$ cat src/rtl/lcd_bus_rx_if.sv
// Bus bundle between an HD44780-style write-only LCD bus and the receiver.
// The receiver reports assembled bytes, display status and a character-buffer read port.
interface lcd_bus_rx_if;
  logic       sf_e;
  logic       e;
  logic       rs;
  logic       rw;
  logic       d, c, b, a;
  logic [3:0] rd_addr;
  logic       byte_valid;
  logic [7:0] byte_data;
  logic       byte_rs;
  logic [6:0] cursor;
  logic       disp_on;
  logic       mode4;
  logic       nibble_err;
  logic [7:0] rd_data;

  modport master (
    output sf_e, e, rs, rw, d, c, b, a, rd_addr,
    input  byte_valid, byte_data, byte_rs, cursor, disp_on, mode4, nibble_err, rd_data
  );

  modport slave (
    input  sf_e, e, rs, rw, d, c, b, a, rd_addr,
    output byte_valid, byte_data, byte_rs, cursor, disp_on, mode4, nibble_err, rd_data
  );
endinterface

$ cat src/rtl/lcd_bus_rx.sv
// Snoops a 4-bit LCD write bus, rebuilds bytes and mirrors a 16-entry
// character buffer plus cursor/display state of the controller.
module lcd_bus_rx #(
  parameter int TIMEOUT = 4194304
) (
  input  logic         clk,
  input  logic         rst_n,
  lcd_bus_rx_if.slave  bus
);
  localparam int CW = $clog2(TIMEOUT + 1);

  typedef enum logic [1:0] {S_INIT8, S_HI, S_LO} state_t;

  state_t          r_state, w_next;
  logic            r_e, r_sf_e, r_rs, r_rw;
  logic [3:0]      r_nib;
  logic [3:0]      r_hi;
  logic [CW-1:0]   r_cnt;
  logic            r_byte_valid;
  logic [7:0]      r_byte_data;
  logic            r_byte_rs;
  logic [6:0]      r_cursor;
  logic            r_disp_on;
  logic            r_mode4;
  logic            r_inc;
  logic            r_nib_err;
  logic [7:0]      r_buf [16];

  logic            w_stb, w_vstb;
  logic            w_set4, w_ld_hi, w_accept, w_tmo;

  // Falling edge of the registered strobe; fields come from the cycle e was high.
  assign w_stb  = r_e & ~bus.e;
  assign w_vstb = w_stb & r_sf_e & ~r_rw;

  always_comb begin
    w_next   = r_state;
    w_set4   = 1'b0;
    w_ld_hi  = 1'b0;
    w_accept = 1'b0;
    w_tmo    = 1'b0;
    unique case (r_state)
      S_INIT8: if (w_vstb && r_nib == 4'h2 && !r_rs) begin
        w_set4 = 1'b1;
        w_next = S_HI;
      end
      S_HI: if (w_vstb) begin
        w_ld_hi = 1'b1;
        w_next  = S_LO;
      end
      S_LO: begin
        // A strobe landing on the expiry cycle still wins over the timeout.
        if (w_vstb) begin
          w_accept = 1'b1;
          w_next   = S_HI;
        end else if (r_cnt == CW'(1)) begin
          w_tmo  = 1'b1;
          w_next = S_HI;
        end
      end
      default: w_next = S_INIT8;
    endcase
  end

  always_ff @(posedge clk) begin
    if (!rst_n) begin
      r_state      <= S_INIT8;
      r_e          <= 1'b0;
      r_sf_e       <= 1'b0;
      r_rs         <= 1'b0;
      r_rw         <= 1'b0;
      r_nib        <= 4'h0;
      r_hi         <= 4'h0;
      r_cnt        <= '0;
      r_byte_valid <= 1'b0;
      r_byte_data  <= 8'h00;
      r_byte_rs    <= 1'b0;
      r_cursor     <= 7'h00;
      r_disp_on    <= 1'b0;
      r_mode4      <= 1'b0;
      r_inc        <= 1'b1;
      r_nib_err    <= 1'b0;
      for (int i = 0; i < 16; i++) r_buf[i] <= 8'h20;
    end else begin
      r_e          <= bus.e;
      r_sf_e       <= bus.sf_e;
      r_rs         <= bus.rs;
      r_rw         <= bus.rw;
      r_nib        <= {bus.d, bus.c, bus.b, bus.a};
      r_state      <= w_next;
      r_byte_valid <= w_accept;
      r_nib_err    <= w_tmo;
      if (w_set4) r_mode4 <= 1'b1;
      if (w_ld_hi) begin
        r_hi  <= r_nib;
        r_cnt <= CW'(TIMEOUT);
      end else if (r_state == S_LO && !w_accept) begin
        r_cnt <= r_cnt - CW'(1);
      end
      if (w_accept) begin
        r_byte_data <= {r_hi, r_nib};
        r_byte_rs   <= r_rs;
      end
      // Byte decode happens at the end of the byte_valid cycle.
      if (r_byte_valid) begin
        if (r_byte_rs) begin
          if (r_cursor[6:4] == 3'b000) r_buf[r_cursor[3:0]] <= r_byte_data;
          r_cursor <= r_inc ? r_cursor + 7'd1 : r_cursor - 7'd1;
        end else if (r_byte_data == 8'h01) begin
          for (int i = 0; i < 16; i++) r_buf[i] <= 8'h20;
          r_cursor <= 7'h00;
          r_inc    <= 1'b1;
        end else if (r_byte_data[7:1] == 7'h01) begin
          r_cursor <= 7'h00;
        end else if (r_byte_data[7]) begin
          r_cursor <= r_byte_data[6:0];
        end else if (r_byte_data[7:3] == 5'h01) begin
          r_disp_on <= r_byte_data[2];
        end else if (r_byte_data[7:2] == 6'h01) begin
          r_inc <= r_byte_data[1];
        end
      end
    end
  end

  assign bus.byte_valid = r_byte_valid;
  assign bus.byte_data  = r_byte_data;
  assign bus.byte_rs    = r_byte_rs;
  assign bus.cursor     = r_cursor;
  assign bus.disp_on    = r_disp_on;
  assign bus.mode4      = r_mode4;
  assign bus.nibble_err = r_nib_err;
  assign bus.rd_data    = r_buf[bus.rd_addr];
endmodule

$ cat src/flat_wrapper.sv
// flat-port wrapper written by rule: the top's interface ports become plain ports
module lcd_bus_rx_flat 
#(
  parameter int TIMEOUT = 4194304
)
  (clk, rst_n, bus_sf_e, bus_e, bus_rs, bus_rw, bus_d, bus_c, bus_b, bus_a, bus_rd_addr, bus_byte_valid, bus_byte_data, bus_byte_rs, bus_cursor, bus_disp_on, bus_mode4, bus_nibble_err, bus_rd_data);
  lcd_bus_rx_if bus_i ();
  input  logic clk;
  input  logic rst_n;
  input wire logic [$bits(bus_i.sf_e)-1:0] bus_sf_e;
  input wire logic [$bits(bus_i.e)-1:0] bus_e;
  input wire logic [$bits(bus_i.rs)-1:0] bus_rs;
  input wire logic [$bits(bus_i.rw)-1:0] bus_rw;
  input wire logic [$bits(bus_i.d)-1:0] bus_d;
  input wire logic [$bits(bus_i.c)-1:0] bus_c;
  input wire logic [$bits(bus_i.b)-1:0] bus_b;
  input wire logic [$bits(bus_i.a)-1:0] bus_a;
  input wire logic [$bits(bus_i.rd_addr)-1:0] bus_rd_addr;
  output wire logic [$bits(bus_i.byte_valid)-1:0] bus_byte_valid;
  output wire logic [$bits(bus_i.byte_data)-1:0] bus_byte_data;
  output wire logic [$bits(bus_i.byte_rs)-1:0] bus_byte_rs;
  output wire logic [$bits(bus_i.cursor)-1:0] bus_cursor;
  output wire logic [$bits(bus_i.disp_on)-1:0] bus_disp_on;
  output wire logic [$bits(bus_i.mode4)-1:0] bus_mode4;
  output wire logic [$bits(bus_i.nibble_err)-1:0] bus_nibble_err;
  output wire logic [$bits(bus_i.rd_data)-1:0] bus_rd_data;
  assign bus_i.sf_e = bus_sf_e;
  assign bus_i.e = bus_e;
  assign bus_i.rs = bus_rs;
  assign bus_i.rw = bus_rw;
  assign bus_i.d = bus_d;
  assign bus_i.c = bus_c;
  assign bus_i.b = bus_b;
  assign bus_i.a = bus_a;
  assign bus_i.rd_addr = bus_rd_addr;
  assign bus_byte_valid = bus_i.byte_valid;
  assign bus_byte_data = bus_i.byte_data;
  assign bus_byte_rs = bus_i.byte_rs;
  assign bus_cursor = bus_i.cursor;
  assign bus_disp_on = bus_i.disp_on;
  assign bus_mode4 = bus_i.mode4;
  assign bus_nibble_err = bus_i.nibble_err;
  assign bus_rd_data = bus_i.rd_data;
  lcd_bus_rx #(.TIMEOUT(TIMEOUT)) u_core (.clk(clk), .rst_n(rst_n), .bus(bus_i));
endmodule
$ cat config.mk
export PLATFORM = sky130hd
export DESIGN_NAME = lcd_bus_rx_flat
export DESIGN_NICKNAME = d
export VERILOG_FILES = /design/src/rtl/lcd_bus_rx_if.sv /design/src/rtl/lcd_bus_rx.sv /design/src/flat_wrapper.sv
export SDC_FILE = /design/constraint.sdc
export NUM_CORES = 1
export LEC_CHECK = 0
export ABC_AREA = 1
export CORE_MARGIN = 2
export CORE_UTILIZATION = 45
export DETAILED_ROUTE_END_ITERATION = 16
export MAX_ROUTING_LAYER = met4
export PLACE_DENSITY_LB_ADDON = 0.05
export SYNTH_ARGS = -nofsm -noshare
export SYNTH_HDL_FRONTEND = slang
export SYNTH_SLANG_ARGS = --single-unit
$ cat constraint.sdc
create_clock -name clk -period 3.05 [get_ports clk]
set_input_delay 0.4575 -clock clk [delete_from_list [all_inputs] [get_ports clk]]
set_output_delay 0.4575 -clock clk [all_outputs]
set_load 0.005 [all_outputs]
## Word level (Yosys, flattened, before mapping)

Memory sizes are Yosys's and may differ from the RTL's.
Index checks and enable logic that the tools add are counted.

- Bits in registers: 58
- RAM bits: 128
- Input port bits: 14
- Output and inout bits: 28
- Logic and storage cells: 132
- Memories: 1

Memories:

| memory | words | width | rd ports | clocked after Yosys merged registers in | wr ports | line | source |
|---|---|---|---|---|---|---|---|
| u_core.r_buf | 16 | 8 | 1 | 0 | 16 | lcd_bus_rx.sv:27 | `logic [7:0] r_buf [16];` |

- Add/sub/neg operators: 3
- Equal/unequal tests: 14
- Multiplexer cells: 53
- Bitwise logic cells: 27
- Reduce and logical (&&, ||, !) cells: 17

Operators with widths:

| cell | count |
|---|---|
| $mux 8 | 17 |
| $mux 23 | 2 |
| $mux 7 | 5 |
| $eq 23x1->1 const B | 1 |
| $mux 1 | 23 |
| $sub 23x1->23 const B | 1 |
| $or 1x1->1 | 16 |
| $reduce_and 6->1 | 2 |
| $eq 8x1->1 const B | 1 |
| $mux 2 | 4 |
| $ne 2x1->1 const B | 4 |
| $not 1->1 | 8 |
| $reduce_or 8->1 | 1 |
| $add 7x1->7 const B | 1 |
| $eq 7x1->1 const B | 1 |
| $sub 7x1->7 const B | 1 |
| $eq 6x1->1 const B | 1 |
| $pmux 2 s3 | 1 |
| $eq 5x1->1 const B | 1 |
| $eq 4x2->1 const B | 1 |
| $mux 4 | 1 |
| $reduce_bool 2->1 | 2 |
| $reduce_bool 4->1 | 1 |
| $and 1x1->1 | 3 |
| 12 further kinds | 15 |

## Logic depth before layout (Yosys ltp)

- Depth after elaboration: 10
- Depth in mapped cells: 11
- Gate-level depth less buffers: 11

## Worst setup path before layout

No wires, ideal clock.

- Path type: input port to output port
- From: input bus_rd_addr[0]
- To: output bus_rd_data[2]
- Arrival: 1.355 ns
- Data required time: 2.592 ns
- Setup slack: 1.238 ns
- Stages on the path: 7
- Path buffers: 2
- Cells stage by stage: buf_2 -> inv_2 -> clkbuf_1 -> o21ai_0 -> o221ai_1 -> o211ai_1 -> nand2_1

- Word-level cells in the longest chain between the ends: 1

Ends and longest elaborated chain:

| what | line | source |
|---|---|---|
| start: declaration | flat_wrapper.sv:18 | `input wire logic [$bits(bus_i.rd_addr)-1:0] bus_rd_addr;` |
| $mem_v2 16x8 | -- |  |
| end: declaration | flat_wrapper.sv:26 | `output wire logic [$bits(bus_i.rd_data)-1:0] bus_rd_data;` |

Every way passes these cells.

## Worst setup path after layout

- From: input bus_rd_addr[1]
- To: output bus_rd_data[1]

The elaborated chain is that of the path after synthesis.

==> summary.md <==
| Metric | Value |
|---|---|
| Outcome | `complete, no violations` |
| Row Count | `50` |
| Final non-filler cell total | `1,252` |
| Cell area power density | `534 mW/mm^2` |
| H-tree depth | `4` |
| Final count of negative-setup-slack endpoints | `0` |
| Clock buffer depth | `2` |
| Critical Path Sink Type | `output pin` |
| First-pass GRT wire length | `34,600 um` |
| Data arrival, critical path | `2.34 ns` |
| Drt via density | `5.44` |
| Mapped cell area | `0.00863 sq mm` |
| Startpoint types | `input port` |
| Starting density of the core | `46.0%` |
| Grt total ovfl | `0` |
| Die width | `142 um` |
| Hold WS | `0.446 ns` |
| Achievable Freq | `357 MHz` |
| Yosys warns | `0` |
| Post-synthesis sequential area ratio | `58.0%` |
| Max cap viols | `0` |
| CTS tree | `built` |
| CP Data Required Time | `2.59 ns` |
| Ratio of cells with drive above 1 in the final layout | `7.96%` |
| Mapped Cells | `964` |
| Largest net degree at the start of global routing | `65` |
| TritonCTS buffer count | `17` |
| Main combinational cell family by area after synthesis | `simple AND/OR/NAND/NOR gates` |
| Number of global-route vias before repair | `6,260` |
| Routed Antenna Nets | `0` |
| P&R area growth vs syn | `15.3%` |
| Clk sinks | `186` |
| Critical path peak fanout | `32` |
| Detailed Route WL | `21,800 um` |
| Full die area | `0.0203 sq mm` |
| Peak supply drop | `0.000404 V` |
| Slew @ Worst Pin | `0.752 ns` |
| Clk pin slew, worst setup/hold paths | `0.07 ns` |
| Leak Pwr | `3.68 nW` |
| Nets@finish | `1,027` |
| Root buffer cell | `clkbuf_16` |
| Post-DR wirelength/cell | `17.4 um` |
| Min Tclk post-route | `2.80 ns` |
| Simple-gate share of the synthesized area | `22.5%` |
| Multiplexer share of the synthesized area | `0%` |
| Core box area | `0.0188 sq mm` |
| Final Util | `53.0%` |
| Initial antenna violation count | `0` |
| Dpl cells | `1,220` |
| Commonest non-fill, non-tap cell in the layout | `nor2_1` |
| Fin. max-slew vios | `0` |
| Worst slew margin | `49.6%` |
| CTS Hold Bufs | `0` |
| Worst Hold Class | `flop to flop` |
| Flops & latches, synth | `186` |
| Adder-cell share of the synthesized area | `1.25%` |
| Synth cell types | `40` |
| Total track usage | `23.2%` |
| Post-CTS Repair Setup Buffers | `0` |
| Worst Path Class, Setup | `input port to output pin` |
| PortBufs | `41` |
| IO Pins | `42` |
| Commonest non-fill, non-tap cells in the layout | `nor2_1, nand2_1, edfxtp_1` |
| Period utilization | `91.9%` |
| Post-synthesis compound-gate area fraction | `12.0%` |
| Hold Vio Cnt, Final | `0` |
| Post-cts gate resize count | `0` |
| Syn avg cell area | `8.95 sq um` |
| Syn Nets | `986` |
| RePlAce Congestion | `0.849` |
| Hpwl dp | `14,700 um` |
| Post-Synth XOR/XNOR Area | `0.609%` |
| TritonRoute pass-1 iters | `5` |
| Vias | `6,810` |
| DRC Markers | `0` |
| Clock skew | `0.00837 ns` |
| Drt first-iter violations | `606` |
| Die Y-Extent | `142 um` |
| Sum Neg Setup Slack | `0 ns` |
| Worst-Skew Late Latency | `0.43 ns` |
| RSZ-0062 raised after global routing | `false` |
| Ant. Diodes | `0` |
synthesized netlist by cell type, drive strengths merged:
cell type / number / area [sq um]
nand3b: 3 / 22.5
nand4: 9 / 71.3
o211ai: 8 / 60.1
edfxtp: 128 / 3840
nand2: 140 / 538
o221ai: 24 / 210
clkinv: 7 / 26.3
a31oi: 1 / 6.26
o21bai: 2 / 15.0
nand3: 41 / 210
nor2: 258 / 1010
fa: 1 / 20.0
clkbuf: 28 / 105
dfxtp: 58 / 1160
inv: 76 / 285
and3: 1 / 6.26
ha: 7 / 87.6
a21oi: 40 / 211
or2: 2 / 12.5
nor3: 6 / 51.3
buf: 12 / 66.3
xor2: 2 / 17.5
o22ai: 8 / 50.1
a211oi: 2 / 15.0
o21a: 2 / 15.0
o21ai: 89 / 445
nor4: 4 / 25.0
xnor2: 4 / 35.0
o31ai: 1 / 7.51
through the flow:
stage          power (mW)  setup WS, ns  cell area (sq um)
6_report             5.31         0.248               9950
3_5_place_dp         3.13         0.239               9360
4_1_cts              5.34         0.241               9950
5_1_grt              5.47         0.158               9950
3_3_place_gp         3.13         0.239               9360
2_1_floorplan        3.00          1.24               8630
layer usage:
layer / GRT usage, % / share of wire (%) / vias up
li1: - / - / 3356
met1: 33.0 / 49 / 3240
met2: 34.2 / 45 / 191
met3: 3.90 / 4.8 / 23
met4: 6.98 / 1.7 / 0
met5: - / 0 / -
flip-flops by register name (all words and copies together), names as in the netlist:
name	flops
u_core.bus.nibble_err	1
u_core.bus.cursor	7
u_core.bus.byte_valid	1
u_core.bus.byte_rs	1
u_core.r_e	1
u_core.r_inc	1
u_core.r_cnt	23
u_core.r_nib	4
u_core.bus.byte_data	8
u_core.bus.mode4	1
u_core.r_rs	1
u_core.r_rw	1
u_core.bus.disp_on	1
u_core.r_hi	4
u_core.r_state	2
u_core.r_sf_e	1
u_core.r_buf	128
cells by family after synthesis:
family,after synthesis
AND/OR/NAND/NOR,464
flip-flops,186
AO/OA/AOI/OAI,177
XOR/XNOR,6
adder cells (fa/ha/maj),8
buffers and inverters,123
path summary, 6_finish.rpt:
check                      from                   to  depth (start not counted)  slack [ns]
min reg2reg      u_core.r_hi[0]       u_core.r_hi[0]                          2        0.45
max              bus_rd_addr[1]       bus_rd_data[1]                          8        0.25
min              u_core.r_hi[0]       u_core.r_hi[0]                          2        0.45
max reg2reg  u_core.bus.byte_rs  u_core.r_buf[14][3]                          8        0.61
cell type report:
class | instances | area [sq um]
multi-input cells | 655 | 3140
repair buffers | 62 | 613
flip-flops and latches | 186 | 5000
clock buffers | 22 | 474
clock inverters | 10 | 114
fillers | 1769 | 8820
inverters | 83 | 312
well taps | 234 | 293
report_power, final:
part / switching, mW / internal [mW] / total, mW / leakage, nW
logic: 0.174 / 0.103 / 0.277 / 1.69
registers: 0.0288 / 2.77 / 2.80 / 1.70
clock network: 0.957 / 1.28 / 2.24 / 0.296
total: 1.16 / 4.15 / 5.31 / 3.68
critical path, stage by stage:
cell	delay, ns
clkdlybuf4s50_1	0.46
inv_1	0.12
buf_12	0.18
o21ai_0	0.11
o221ai_1	0.22
o211ai_1	0.17
nand2_1	0.10
clkdlybuf4s50_1	0.51
Power figures use the tool's default switching activity.
